$ cat src/rtl/sort_agu_mlane.sv
// sort_agu_mlane: multi-lane address generation unit for the sort engine.
//
// Accepts up to LANE_NUM keys per beat, rebases each against cfg_key_base_i,
// drops out-of-range lanes, then issues the remaining lanes towards the SBU
// and the count-memory banks. Per issue cycle at most one lane per bank is
// issued; lanes carrying the same key as an issued lane fold into its
// increment instead of occupying another slot.
//
// Ports:
//   clk_i, rst_i          clock, synchronous active-high reset
//   cfg_key_base_i        rebase value, sampled when a beat is accepted
//   agu_vld_i/agu_rdy_o   input beat handshake
//   agu_mask_i/agu_data_i per-lane key valid / keys (lane i at i*KEY_W)
//   out_vld_o/out_rdy_i   output vector handshake
//   out_mask_o            per-lane issue valid
//   agu2sbu_addr_o/id_o   rebased key split for the SBU tiles
//   agu2cnt_addr_o/bankid_o rebased key split for the count-memory banks
//   agu2cnt_inc_o         per-lane count increment
//   oor_pulse_o/oor_cnt_o out-of-range beat pulse / saturating drop count
module sort_agu_mlane #(
  parameter int SORT_FUC_MAX_NUM       = 1024,
  parameter int SORT_FUC_BK_NUM        = 4,
  parameter int SORT_PERF_SBU_TILE_NUM = 8,
  parameter int LANE_NUM               = 4,
  parameter int KEY_W                  = 16,
  parameter int DATA_W                 = $clog2(SORT_FUC_MAX_NUM),
  parameter int BK_W                   = $clog2(SORT_FUC_BK_NUM),
  parameter int CNT_ADDR_W             = DATA_W - BK_W,
  parameter int TILE_W                 = $clog2(SORT_PERF_SBU_TILE_NUM),
  parameter int SBU_ADDR_W             = DATA_W - TILE_W,
  parameter int INC_W                  = $clog2(LANE_NUM + 1)
) (
  input  logic                             clk_i,
  input  logic                             rst_i,
  input  logic [KEY_W-1:0]                 cfg_key_base_i,
  input  logic                             agu_vld_i,
  output logic                             agu_rdy_o,
  input  logic [LANE_NUM-1:0]              agu_mask_i,
  input  logic [LANE_NUM*KEY_W-1:0]        agu_data_i,
  output logic                             out_vld_o,
  input  logic                             out_rdy_i,
  output logic [LANE_NUM-1:0]              out_mask_o,
  output logic [LANE_NUM*SBU_ADDR_W-1:0]   agu2sbu_addr_o,
  output logic [LANE_NUM*TILE_W-1:0]       agu2sbu_id_o,
  output logic [LANE_NUM*CNT_ADDR_W-1:0]   agu2cnt_addr_o,
  output logic [LANE_NUM*BK_W-1:0]         agu2cnt_bankid_o,
  output logic [LANE_NUM*INC_W-1:0]        agu2cnt_inc_o,
  output logic                             oor_pulse_o,
  output logic [15:0]                      oor_cnt_o
);

  logic [LANE_NUM-1:0] pend_mask;
  logic [DATA_W-1:0]   pend_key [LANE_NUM];

  logic [KEY_W:0]      diff     [LANE_NUM];
  logic [DATA_W-1:0]   in_key   [LANE_NUM];
  logic [LANE_NUM-1:0] in_ok, in_oor;
  logic [INC_W-1:0]    oor_num;
  logic [16:0]         oor_sum;

  logic [LANE_NUM-1:0] win, clr;
  logic [INC_W-1:0]    inc      [LANE_NUM];

  logic [LANE_NUM*SBU_ADDR_W-1:0] nxt_sbu_addr;
  logic [LANE_NUM*TILE_W-1:0]     nxt_sbu_id;
  logic [LANE_NUM*CNT_ADDR_W-1:0] nxt_cnt_addr;
  logic [LANE_NUM*BK_W-1:0]       nxt_cnt_bank;
  logic [LANE_NUM*INC_W-1:0]      nxt_cnt_inc;

  logic issue_en, acc;

  // Rebase: one extra bit so a key below the base shows up as negative.
  always_comb begin
    in_ok   = '0;
    in_oor  = '0;
    oor_num = '0;
    for (int unsigned i = 0; i < LANE_NUM; i++) begin
      diff[i]   = {1'b0, agu_data_i[i*KEY_W +: KEY_W]} - {1'b0, cfg_key_base_i};
      in_key[i] = diff[i][DATA_W-1:0];
      in_oor[i] = agu_mask_i[i] &
                  (diff[i][KEY_W] |
                   ({1'b0, diff[i][KEY_W-1:0]} >= (KEY_W+1)'(SORT_FUC_MAX_NUM)));
      in_ok[i]  = agu_mask_i[i] & ~in_oor[i];
      oor_num   = oor_num + INC_W'(in_oor[i]);
    end
    oor_sum = {1'b0, oor_cnt_o} + 17'(oor_num);
  end

  // Winner = lowest pending lane on its bank. Identical keys always share a
  // bank, so a lane merges only into the winner of its own bank.
  always_comb begin
    win = '0;
    clr = '0;
    for (int unsigned i = 0; i < LANE_NUM; i++) begin
      win[i] = pend_mask[i];
      for (int unsigned j = 0; j < i; j++)
        if (pend_mask[j] && (pend_key[j][BK_W-1:0] == pend_key[i][BK_W-1:0]))
          win[i] = 1'b0;
    end
    for (int unsigned i = 0; i < LANE_NUM; i++) begin
      clr[i] = win[i];
      for (int unsigned j = 0; j < i; j++)
        if (pend_mask[i] && win[j] && (pend_key[j] == pend_key[i]))
          clr[i] = 1'b1;
    end
  end

  // Increment counts the winner itself plus every later identical lane.
  always_comb begin
    for (int unsigned i = 0; i < LANE_NUM; i++) begin
      inc[i] = '0;
      if (win[i])
        for (int unsigned j = i; j < LANE_NUM; j++)
          if (pend_mask[j] && (pend_key[j] == pend_key[i]))
            inc[i] = inc[i] + INC_W'(1);
    end
  end

  always_comb begin
    nxt_sbu_addr = '0;
    nxt_sbu_id   = '0;
    nxt_cnt_addr = '0;
    nxt_cnt_bank = '0;
    nxt_cnt_inc  = '0;
    for (int unsigned i = 0; i < LANE_NUM; i++) begin
      if (win[i]) begin
        nxt_sbu_addr[i*SBU_ADDR_W +: SBU_ADDR_W] = pend_key[i][DATA_W-1:TILE_W];
        nxt_sbu_id[i*TILE_W +: TILE_W]           = pend_key[i][TILE_W-1:0];
        nxt_cnt_addr[i*CNT_ADDR_W +: CNT_ADDR_W] = pend_key[i][DATA_W-1:BK_W];
        nxt_cnt_bank[i*BK_W +: BK_W]             = pend_key[i][BK_W-1:0];
        nxt_cnt_inc[i*INC_W +: INC_W]            = inc[i];
      end
    end
  end

  assign issue_en  = ~out_vld_o | out_rdy_i;
  // A new beat may replace the pending one in the same cycle its last
  // lanes issue, which keeps conflict-free traffic bubble-free.
  assign agu_rdy_o = (pend_mask == '0) | (issue_en & (clr == pend_mask));
  assign acc       = agu_vld_i & agu_rdy_o;

  always_ff @(posedge clk_i) begin
    if (rst_i) begin
      pend_mask        <= '0;
      for (int unsigned i = 0; i < LANE_NUM; i++) pend_key[i] <= '0;
      out_vld_o        <= 1'b0;
      out_mask_o       <= '0;
      agu2sbu_addr_o   <= '0;
      agu2sbu_id_o     <= '0;
      agu2cnt_addr_o   <= '0;
      agu2cnt_bankid_o <= '0;
      agu2cnt_inc_o    <= '0;
      oor_pulse_o      <= 1'b0;
      oor_cnt_o        <= '0;
    end else begin
      if (acc) begin
        pend_mask <= in_ok;
        pend_key  <= in_key;
      end else if (issue_en) begin
        pend_mask <= pend_mask & ~clr;
      end
      if (issue_en) begin
        out_vld_o        <= |win;
        out_mask_o       <= win;
        agu2sbu_addr_o   <= nxt_sbu_addr;
        agu2sbu_id_o     <= nxt_sbu_id;
        agu2cnt_addr_o   <= nxt_cnt_addr;
        agu2cnt_bankid_o <= nxt_cnt_bank;
        agu2cnt_inc_o    <= nxt_cnt_inc;
      end
      oor_pulse_o <= acc & (|in_oor);
      if (acc)
        oor_cnt_o <= oor_sum[16] ? '1 : oor_sum[15:0];
    end
  end

endmodule

$ cat config.mk
export PLATFORM = sky130hd
export DESIGN_NAME = sort_agu_mlane
export DESIGN_NICKNAME = d
export VERILOG_FILES = /design/src/rtl/sort_agu_mlane.sv
export SDC_FILE = /design/constraint.sdc
export NUM_CORES = 1
export LEC_CHECK = 0
export BUFFER_PORTS_ARGS = -buffer_cell sky130_fd_sc_hd__buf_2
export CAP_MARGIN = 10
export CELL_PAD_IN_SITES_DETAIL_PLACEMENT = 1
export CELL_PAD_IN_SITES_GLOBAL_PLACEMENT = 2
export CORE_MARGIN = 5
export CORE_UTILIZATION = 31
export DETAILED_ROUTE_END_ITERATION = 12
export GPL_TIMING_DRIVEN = 1
export HOLD_SLACK_MARGIN = 0.03
export PLACE_DENSITY_LB_ADDON = 0.1
export REMOVE_ABC_BUFFERS = 1
export SYNTH_ARGS = -nofsm -noshare
export SYNTH_HDL_FRONTEND = slang
export SYNTH_SLANG_ARGS = --single-unit
$ cat constraint.sdc
create_clock -name clk_i -period 5.7 [get_ports clk_i]
set_clock_uncertainty 0.2 [all_clocks]
set_input_delay 0 -clock clk_i [delete_from_list [all_inputs] [get_ports clk_i]]
set_output_delay 0 -clock clk_i [all_outputs]
set_load 0.05 [all_outputs]
==> metrics.cfg, run 1 <==
[route]
firstDrtPassIters = 4
vias = 8501
drt-total-wl_microns = 30600
viasPerCell = 4.98
postRouteAntennaNets = 0
drtIter0Drc = 288
drc = 0
wire_per_inst_microns = 17.9

[placed_design]
place_congestion = 0.803
hpwlAfterDp_microns = 23800
numPortBuffers = 199

[power_and_ir_drop]
ir_drop_uv = 166
power_w = 0.00268
leakage_nw = 4.71
power_density_nw_per_um2 = 247

[setup_path]
crit_slowest_cell = a2111oi_0
crit_type = input port to register
endpoint_kind = register
cpMostUsedCell = fa_1
crit_family = compound AO/OA/AOI/OAI gates
rrSetupSlack_ns = 1.30
startpoint_type = input port
path_cells = dlygate4sd3_1, buf_2, ha_1, and3_4, a221o_1, a2111oi_0, o31ai_1, xnor2_1, a41oi_2, fa_1, fa_1, fa_1, nand2_1, nor3_1, nand2_1, or2_2, a21oi_1
path_buf_inv = 2
critPathMaxStageDelay_ns = 0.74
critPathRequiredTime_ns = 5.85
crit_arrival_ns = 5.34
path_max_fanout = 10

[synthesis]
synthesis.area_sq_um = 8810
ys_seq_area_frac = 0.261
yosysUniqueCellTypes = 67
synth_cells = 1161
avgSynthCellArea_sq_um = 7.59
ys_seq_elements = 115
synth-edff-count = 0
yosysWarnings = 0
synthFlopType = dfxtp_1
async_reset_ff_frac = 0

[floorplanning]
die_x_microns = 179
start_util = 0.316
core_sq_um = 27900
rows = 61
die_h_microns = 179
num_io_pins = 203
fp.dieArea_sq_um = 31900

[cells_and_area]
final_common_cell = buf_2
mostFrequentLayoutCells = 198 x buf_2, 146 x nand2_1, 143 x a21oi_1
drive_gt1_frac = 0.202
diodes = 0
fin_nets = 1485
area_growth_pct = 23.1
fillCellCount = 3541

[grt]
grt_pass1_wl_microns = 48200
antenna_found_initial = 0
grt_max_degree = 60
grt_usage = 0.192
grt_overflow = 0
grt_pass1_vias = 8652

[worst_hold_path]
hp-class = input port to register

[clock_tree]
clk_latency_ns = 0.42
cts.sinks = 115
htree_num_levels = 4
cts_tree = built
clkTransAtPathRegs_ns = 0.06
numCtsBuffers = 17
cts_buffer_depth = 2
cts_root_buf = clkbuf_16

[timing]
worst_pin_slew_ns = 0.921
finalHoldViolations = 0
fin_crit_ns = 5.18
rsz0062_at_grt = false
fmax_ghz = 0.193
finalSetupViolCount = 0
min_period_over_period = 0.910
fin_tns_setup_ns = 0
maxSlewViolCount = 0
slew_headroom = 0.370

[flow_run]
maxCapViolations = 0

[outcome]
outcome = completed

## cell usage after synthesis (all sizes together) (3+ instances only)
| library cell | count | area share |
|---|---|---|
| nand2 | 146 | 0.062 |
| a21oi | 143 | 0.081 |
| dfxtp | 115 | 0.26 |
| ha | 74 | 0.11 |
| nor2 | 73 | 0.031 |
| clkbuf | 72 | 0.031 |
| nand3 | 69 | 0.039 |
| xnor2 | 65 | 0.065 |
| buf | 54 | 0.041 |
| inv | 44 | 0.019 |
| xor2 | 39 | 0.039 |
| o21ai | 34 | 0.019 |
| nor3 | 26 | 0.015 |
| a211oi | 24 | 0.020 |
| o21a | 18 | 0.015 |
| nand4 | 14 | 0.0099 |
| a21o | 13 | 0.011 |
| and3 | 10 | 0.0079 |
| mux2i | 8 | 0.0091 |
| nand2b | 8 | 0.0057 |
| or2 | 8 | 0.0057 |
| or3 | 8 | 0.0062 |
| fa | 7 | 0.016 |
| nor2b | 7 | 0.0050 |
| a31oi | 6 | 0.0050 |
| o21bai | 6 | 0.0051 |
| o31ai | 6 | 0.0051 |
| a2111oi | 5 | 0.0071 |
| and2 | 4 | 0.0028 |
| nor4 | 4 | 0.0028 |
| a211o | 3 | 0.0030 |
| a21boi | 3 | 0.0026 |
| a22oi | 3 | 0.0026 |
| a31o | 3 | 0.0030 |
| a41oi | 3 | 0.0038 |
| mux2 | 3 | 0.0038 |
| nand3b | 3 | 0.0026 |
## flip-flops by register name, summed over array words and instances (netlist names), 4 cells and up
| signal | count |
|---|---|
| pend_mask | 4 |
| oor_cnt_o | 16 |
| agu2sbu_addr_o | 28 |
| pend_key | 40 |
| out_mask_o | 4 |
| agu2sbu_id_o | 11 |
| agu2cnt_inc_o | 9 |
## final cells by class
class	count	area [sq um]	area share
multi-input cells	878	5730	0.528
flip-flops and latches	115	2300	0.212
repair buffers	260	1570	0.145
well taps	378	473	0.0436
clock buffers	19	443	0.0408
inverters	44	165	0.0152
clock inverters	13	159	0.0146
## tightest hold or removal path: stages
cell and delay, ns:
buf_2 0.09, ha_1 0.22, xnor2_1 0.09, nand2_1 0.12, a21oi_1 0.08
## where the power goes
part           switching [W]  internal, W
Sequential         0.0000713     0.000836
Clock               0.000416     0.000698
Combinational       0.000363     0.000296
## stage by stage
stage          cell area (sq um)  setup slack [ns]  cells  hold slack, ns  utilization
2_1_floorplan               8190              1.02   1037          -0.131            -
3_3_place_gp                9780             0.717   1628           0.177        0.350
3_5_place_dp                9780             0.654   1628           0.185        0.350
4_1_cts                    10800             0.559   1707          0.0342        0.388
5_1_grt                    10800            0.0923   1707          0.0720        0.388
6_report                   10800             0.515   1707          0.0342        0.388
## cell families (layout without fill, tap and decap cells)
| kind of cell | Yosys count | after routing | share of synthesized area |
|---|---|---|---|
| muxes | 11 | 11 | 0.0129 |
| AOI/OAI and AO/OA | 294 | 294 | 0.210 |
| DFF | 115 | 115 | 0.261 |
| adders and majority gates | 81 | 81 | 0.121 |
| buffers and inverters | 170 | 336 | 0.0907 |
| and+or+nand+nor | 385 | 385 | 0.201 |
| xor gates and xnor gates | 104 | 104 | 0.103 |
| other | 1 | 3 | 0.000425 |
## layer usage
metal,up-vias,routed length (microns),track usage
li1,4312,-,-
met1,3997,14500,0.258
met2,170,14400,0.324
met3,22,1230,0.0280
met4,0,420,0.0483
met5,-,0,0
## repair_timing
action                    4_1_cts  5_1_grt
hold buffers                   47        0
buffers inserted                0        0
hold endpoints to repair       75        0
gates resized for setup         0        0
## path summary, 6_finish.rpt
kind                    startpoint                to  depth (start not counted)
setup / recovery    agu_data_i[38]      oor_cnt_o[4]                         17
hold / removal       agu_data_i[7]      pend_key[37]                          5
setup reg to reg      pend_key[30]      pend_key[20]                         13
hold reg to reg   agu2cnt_inc_o[0]  agu2cnt_inc_o[0]                          2
Power figures use the tool's default switching activity.
==> inputs of run 2 (changes only) <==
CORE_ASPECT_RATIO = 1.25   (was not set)
CORE_UTILIZATION = 34   (was 31)
clock period = 6.4 ns   (was 5.7 ns; I/O delays follow)
==> run 2 against run 1 <==
Net effect:
- first-iteration DRC count rose by 0.69%
- die area fell by 8.3%
- sequential cell count did not move
- core utilization rose by 3.3 points
- clock power fell by 7%
- global-route usage rose by 1.4 points
- design area rose by 0.18%
- combinational power fell by 11%
- via count rose by 0.55%
- sequential share of layout area barely moved
- cell count fell by 2.1%
- wire length fell by 0.73%
==> metrics.cfg, run 2 (synthesis gave the netlist of run 1 again) <==
[placed_design]
hpwlAfterDp_microns = 23500
place_congestion = 0.830
pre_cts_slack_ns = 1.33
numPortBuffers = 199
dp_cells = 1585

[route]
drc = 0
drtIter0Drc = 290
viasPerCell = 5.12
vias = 8548
firstDrtPassIters = 4
postRouteAntennaNets = 0
drt-total-wl_microns = 30300
wire_per_inst_microns = 18.2

[clock_tree]
cts.sinks = 115
postCtsSetupBuffers = 0
cts_hold_buf = 54
post_cts_resized = 0
cts_root_buf = clkbuf_16
cts_buffer_depth = 2
clkTransAtPathRegs_ns = 0.05
numCtsBuffers = 17
cts_tree = built
clk_latency_ns = 0.42
htree_num_levels = 4

[timing]
slew_headroom = 0.268
setup_ws_ns = 1.22
fmax_ghz = 0.193
min_period_over_period = 0.809
worst_pin_slew_ns = 1.09
fin_crit_ns = 5.18
finalSetupViolCount = 0
maxSlewViolCount = 0
rsz0062_at_grt = false
finalHoldViolations = 0
fin_tns_setup_ns = 0

[cells_and_area]
reg.largest.list = pend_key (40), agu2sbu_addr_o (28), oor_cnt_o (16)
final_common_cell = buf_2
largest_reg_flops = 40
drive_gt1_frac = 0.198
area_growth_pct = 23.3
final_core_util = 0.422
diodes = 0
fin_cells = 1671
fin_nets = 1487
mostFrequentLayoutCells = 198 x buf_2, 146 x nand2_1, 143 x a21oi_1
largest-register = pend_key

[setup_path]
endpoint_kind = register
crit_slowest_cell = nor4_1
crit_arrival_ns = 5.34
crit_type = register to register
critPathRequiredTime_ns = 6.56
startpoint_type = register
path_cells = xor2_1, nor4_1, nand4_1, nor4_1, a22o_1, a211oi_1, ha_1, a41o_1, and2_2, buf_4, nand2_1, or3_1, a21oi_1, dlygate4sd3_1
path_max_fanout = 40
critPathMaxStageDelay_ns = 0.86
rrSetupSlack_ns = 1.22
cpMostUsedCell = nor4_1

[flow_run]
maxCapViolations = 0

[grt]
grt_pass1_vias = 8805
grt_overflow = 0
antenna_found_initial = 0
grt_pass1_wl_microns = 48200
grt_usage = 0.206
grt_max_degree = 60

[floorplanning]
die_h_microns = 190
num_io_pins = 203
fp.dieArea_sq_um = 29300
rows = 66
core_sq_um = 25800
start_util = 0.342
die_x_microns = 154

[worst_hold_path]
hp-class = input port to register

[outcome]
outcome = completed

[power_and_ir_drop]
power_density_nw_per_um2 = 223
power_w = 0.00243
leakage_nw = 4.72
ir_drop_uv = 170

run 2: power breakdown:
group	total (W)	switching [W]	internal, W	leakage (nW)
registers	0.000809	0.0000650	0.000744	0.936
clock network	0.00103	0.000358	0.000672	0.294
logic	0.000586	0.000319	0.000267	3.49
run 2: cell type report:
cell class                      instances  area, sq um
Inverter                               44          165
Timing Repair Buffer                  262         1610
Tap cell                              340          425
Fill cell                            3240        14900
Multi-Input combinational cell        878         5730
Sequential cell                       115         2300
Clock buffer                           20          457
Clock inverter                         12          180
run 2: worst paths after layout:
path / start / end / depth (start not counted)
worst max-delay path: pend_key[5] / pend_mask[0] / 14
worst min-delay path: agu_data_i[52] / pend_key[5] / 6
worst max register to register: pend_key[5] / pend_mask[0] / 14
worst min register to register: agu2cnt_inc_o[2] / agu2cnt_inc_o[2] / 2
run 2: worst max-delay path: cells and delay by family (launching register included):
kind,cells,cell delay (ns)
fa+ha+maj,1,0.30
simple gates,6,2.15
flops,1,0.55
buf+inv,2,1.03
xor+xnor,1,0.12
compound gates,4,0.74
run 2: routing by layer:
metal	vias up	part of all wire	wire length (microns)	GRT usage
li1	4316	-	-	-
met1	4068	0.44	13300	0.249
met2	138	0.52	15800	0.385
met3	26	0.026	792	0.0266
met4	0	0.014	437	0.0510
met5	-	0	0	0
run 2: stage by stage:
step | hold slack [ns] | cell area, sq um
after floorplan | -0.131 | 8190
after global placement | 0.200 | 9690
after detailed placement | 0.204 | 9690
after CTS | 0.0323 | 10900
after global routing | 0.0848 | 10900
final | 0.0559 | 10900
==> inputs of run 3 (changes only) <==
CORE_UTILIZATION = 28   (was 34)
clock period = 4.7 ns   (was 6.4 ns; I/O delays follow)
==> run 3 against run 2 <==
Net effect:
- critical path type is now input port to register
- clock-buffer cell count down 2
- sequential cell count unchanged
- non-clock buffer count up 28
- setup slack worse by 0.98 ns
- core utilization down 6.2 points
- global-route usage down 2.7 points
- first-iteration DRC count down 0.69%
- critical path depth up 5
==> metrics.cfg, run 3 (synthesis gave the netlist of run 1 again) <==
[clock_tree]
clkTransAtPathRegs_ns = 0.06
cts_tree = built
cts.sinks = 115
cts_root_buf = clkbuf_16
clk_latency_ns = 0.43
htree_num_levels = 4
numCtsBuffers = 17
cts_buffer_depth = 2

[cells_and_area]
largest-register = pend_key
final_common_cell = buf_2
drive_gt1_frac = 0.233
fin_cells = 1766
fin_nets = 1515
largest_reg_flops = 40
mostFrequentLayoutCells = 198 x buf_2, 146 x nand2_1, 141 x a21oi_1
reg.largest.list = pend_key (40), agu2sbu_addr_o (28), oor_cnt_o (16)
diodes = 0
area_growth_pct = 26.7

[grt]
grt_pass1_wl_microns = 50200
grt_usage = 0.179
grt_max_degree = 74
grt_overflow = 0
antenna_found_initial = 1
grt_pass1_vias = 9048

[floorplanning]
die_h_microns = 208
fp.dieArea_sq_um = 35200
core_sq_um = 31000
start_util = 0.284
rows = 72
die_x_microns = 169
num_io_pins = 203

[setup_path]
crit_type = input port to register
critPathMaxStageDelay_ns = 0.58
crit_family = adder cells
crit_arrival_ns = 4.55
path_cells = buf_2, dlygate4sd3_1, fa_1, nor2b_2, o31a_1, o21ai_0, a21oi_2, mux2_2, o211ai_1, o21a_2, fa_1, fa_1, fa_1, nand2_1, nor3_1, buf_4, and3_1, o21ai_0, nor2_1
startpoint_type = input port
cpMostUsedCell = fa_1
critPathRequiredTime_ns = 4.79
path_max_fanout = 3
path_buf_inv = 3
endpoint_kind = register
crit_slowest_cell = dlygate4sd3_1

[timing]
setup_ws_ns = 0.244
fin_crit_ns = 4.46
maxSlewViolCount = 0
worst_pin_slew_ns = 0.894
finalSetupViolCount = 0
slew_headroom = 0.404
finalHoldViolations = 0
min_period_over_period = 0.948
fmax_ghz = 0.224

[worst_hold_path]
hp-class = input port to register

[power_and_ir_drop]
ir_drop_uv = 166
p_comb_frac = 0.260
clkPwrFrac = 0.402
power_switching_w = 0.00105
seqPwrFrac = 0.338
power_density_nw_per_um2 = 292
intPower_w = 0.00220
leakage_nw = 4.85
sw_frac_of_total = 0.323

[route]
drc = 0
drt-total-wl_microns = 31900
firstDrtPassIters = 4
viasPerCell = 4.87
vias = 8608
drtIter0Drc = 288
postRouteAntennaNets = 0
wire_per_inst_microns = 18.1

[placed_design]
dp_cells = 1688
place_congestion = 0.828
hpwlAfterDp_microns = 25400
pre_cts_slack_ns = -0.244
numPortBuffers = 199

[flow_run]
maxCapViolations = 0

[outcome]
outcome = completed

run 3: changes by cell type in the layout (fill, tap and decap cells not counted), sizes merged:
cell / change
inv: +2
dlygate4sd3: -10
clkbuf: -2
buf: +38
bufinv: -2
clkinv: +2
run 3: worst paths after layout:
path                           from                to  slack (ns)  cells after the start
setup reg to reg       pend_key[25]      pend_mask[2]        0.53                     14
setup / recovery  cfg_key_base_i[1]     oor_cnt_o[12]        0.24                     19
hold reg to reg    agu2cnt_inc_o[0]  agu2cnt_inc_o[0]        0.25                      2
hold / removal       agu_data_i[33]      pend_key[12]        0.02                      4
run 3: layout make-up:
class                           instances  area (sq um)
Clock buffer                           18           439
Multi-Input combinational cell        878          5790
Clock inverter                         14           155
Sequential cell                       115          2300
Fill cell                            3852         19800
Inverter                               44           165
Tap cell                              407           509
Timing Repair Buffer                  290          1800
run 3: metal layers:
metal	global-route usage	part of all wire	routed length, microns	vias to the layer above
met5	0	0	0	-
met4	0.0496	0.018	580	0
met3	0.0207	0.034	1090	30
met2	0.331	0.52	16500	162
met1	0.217	0.43	13800	4048
li1	-	-	-	4368
run 3: power groups by stage:
stage               clock network (W)  logic, W  registers, W
finish                        0.00131  0.000847       0.00110
floorplan                           0  0.000527       0.00110
global route                  0.00139  0.000945       0.00111
global placement                    0  0.000793       0.00112
CTS                           0.00135  0.000841       0.00110
detailed placement                  0  0.000798       0.00112
run 3: worst min-delay path, cell delays in order:
cell,delay [ns]
buf_2,0.14
fa_2,0.26
xnor2_1,0.13
a211oi_1,0.06
run 3: per-stage QoR:
step           cell area, sq um   util  TNS (ns)  power [W]  hold slack [ns]
2_1_floorplan              8190      -         0    0.00163           -0.131
3_3_place_gp              10100  0.325    -0.759    0.00191            0.167
3_5_place_dp              10100  0.325     -2.58    0.00192            0.178
4_1_cts                   11100  0.358         0    0.00329           0.0317
5_1_grt                   11200  0.360  -0.00196    0.00344           0.0619
6_report                  11200  0.360         0    0.00326           0.0205
run 3: what timing repair did:
action,in CTS,in global routing
hold endpoints to repair,72,1
hold buffers,44,1
setup buffers,0,2
setup endpoints to repair,0,16
resized for setup,0,17
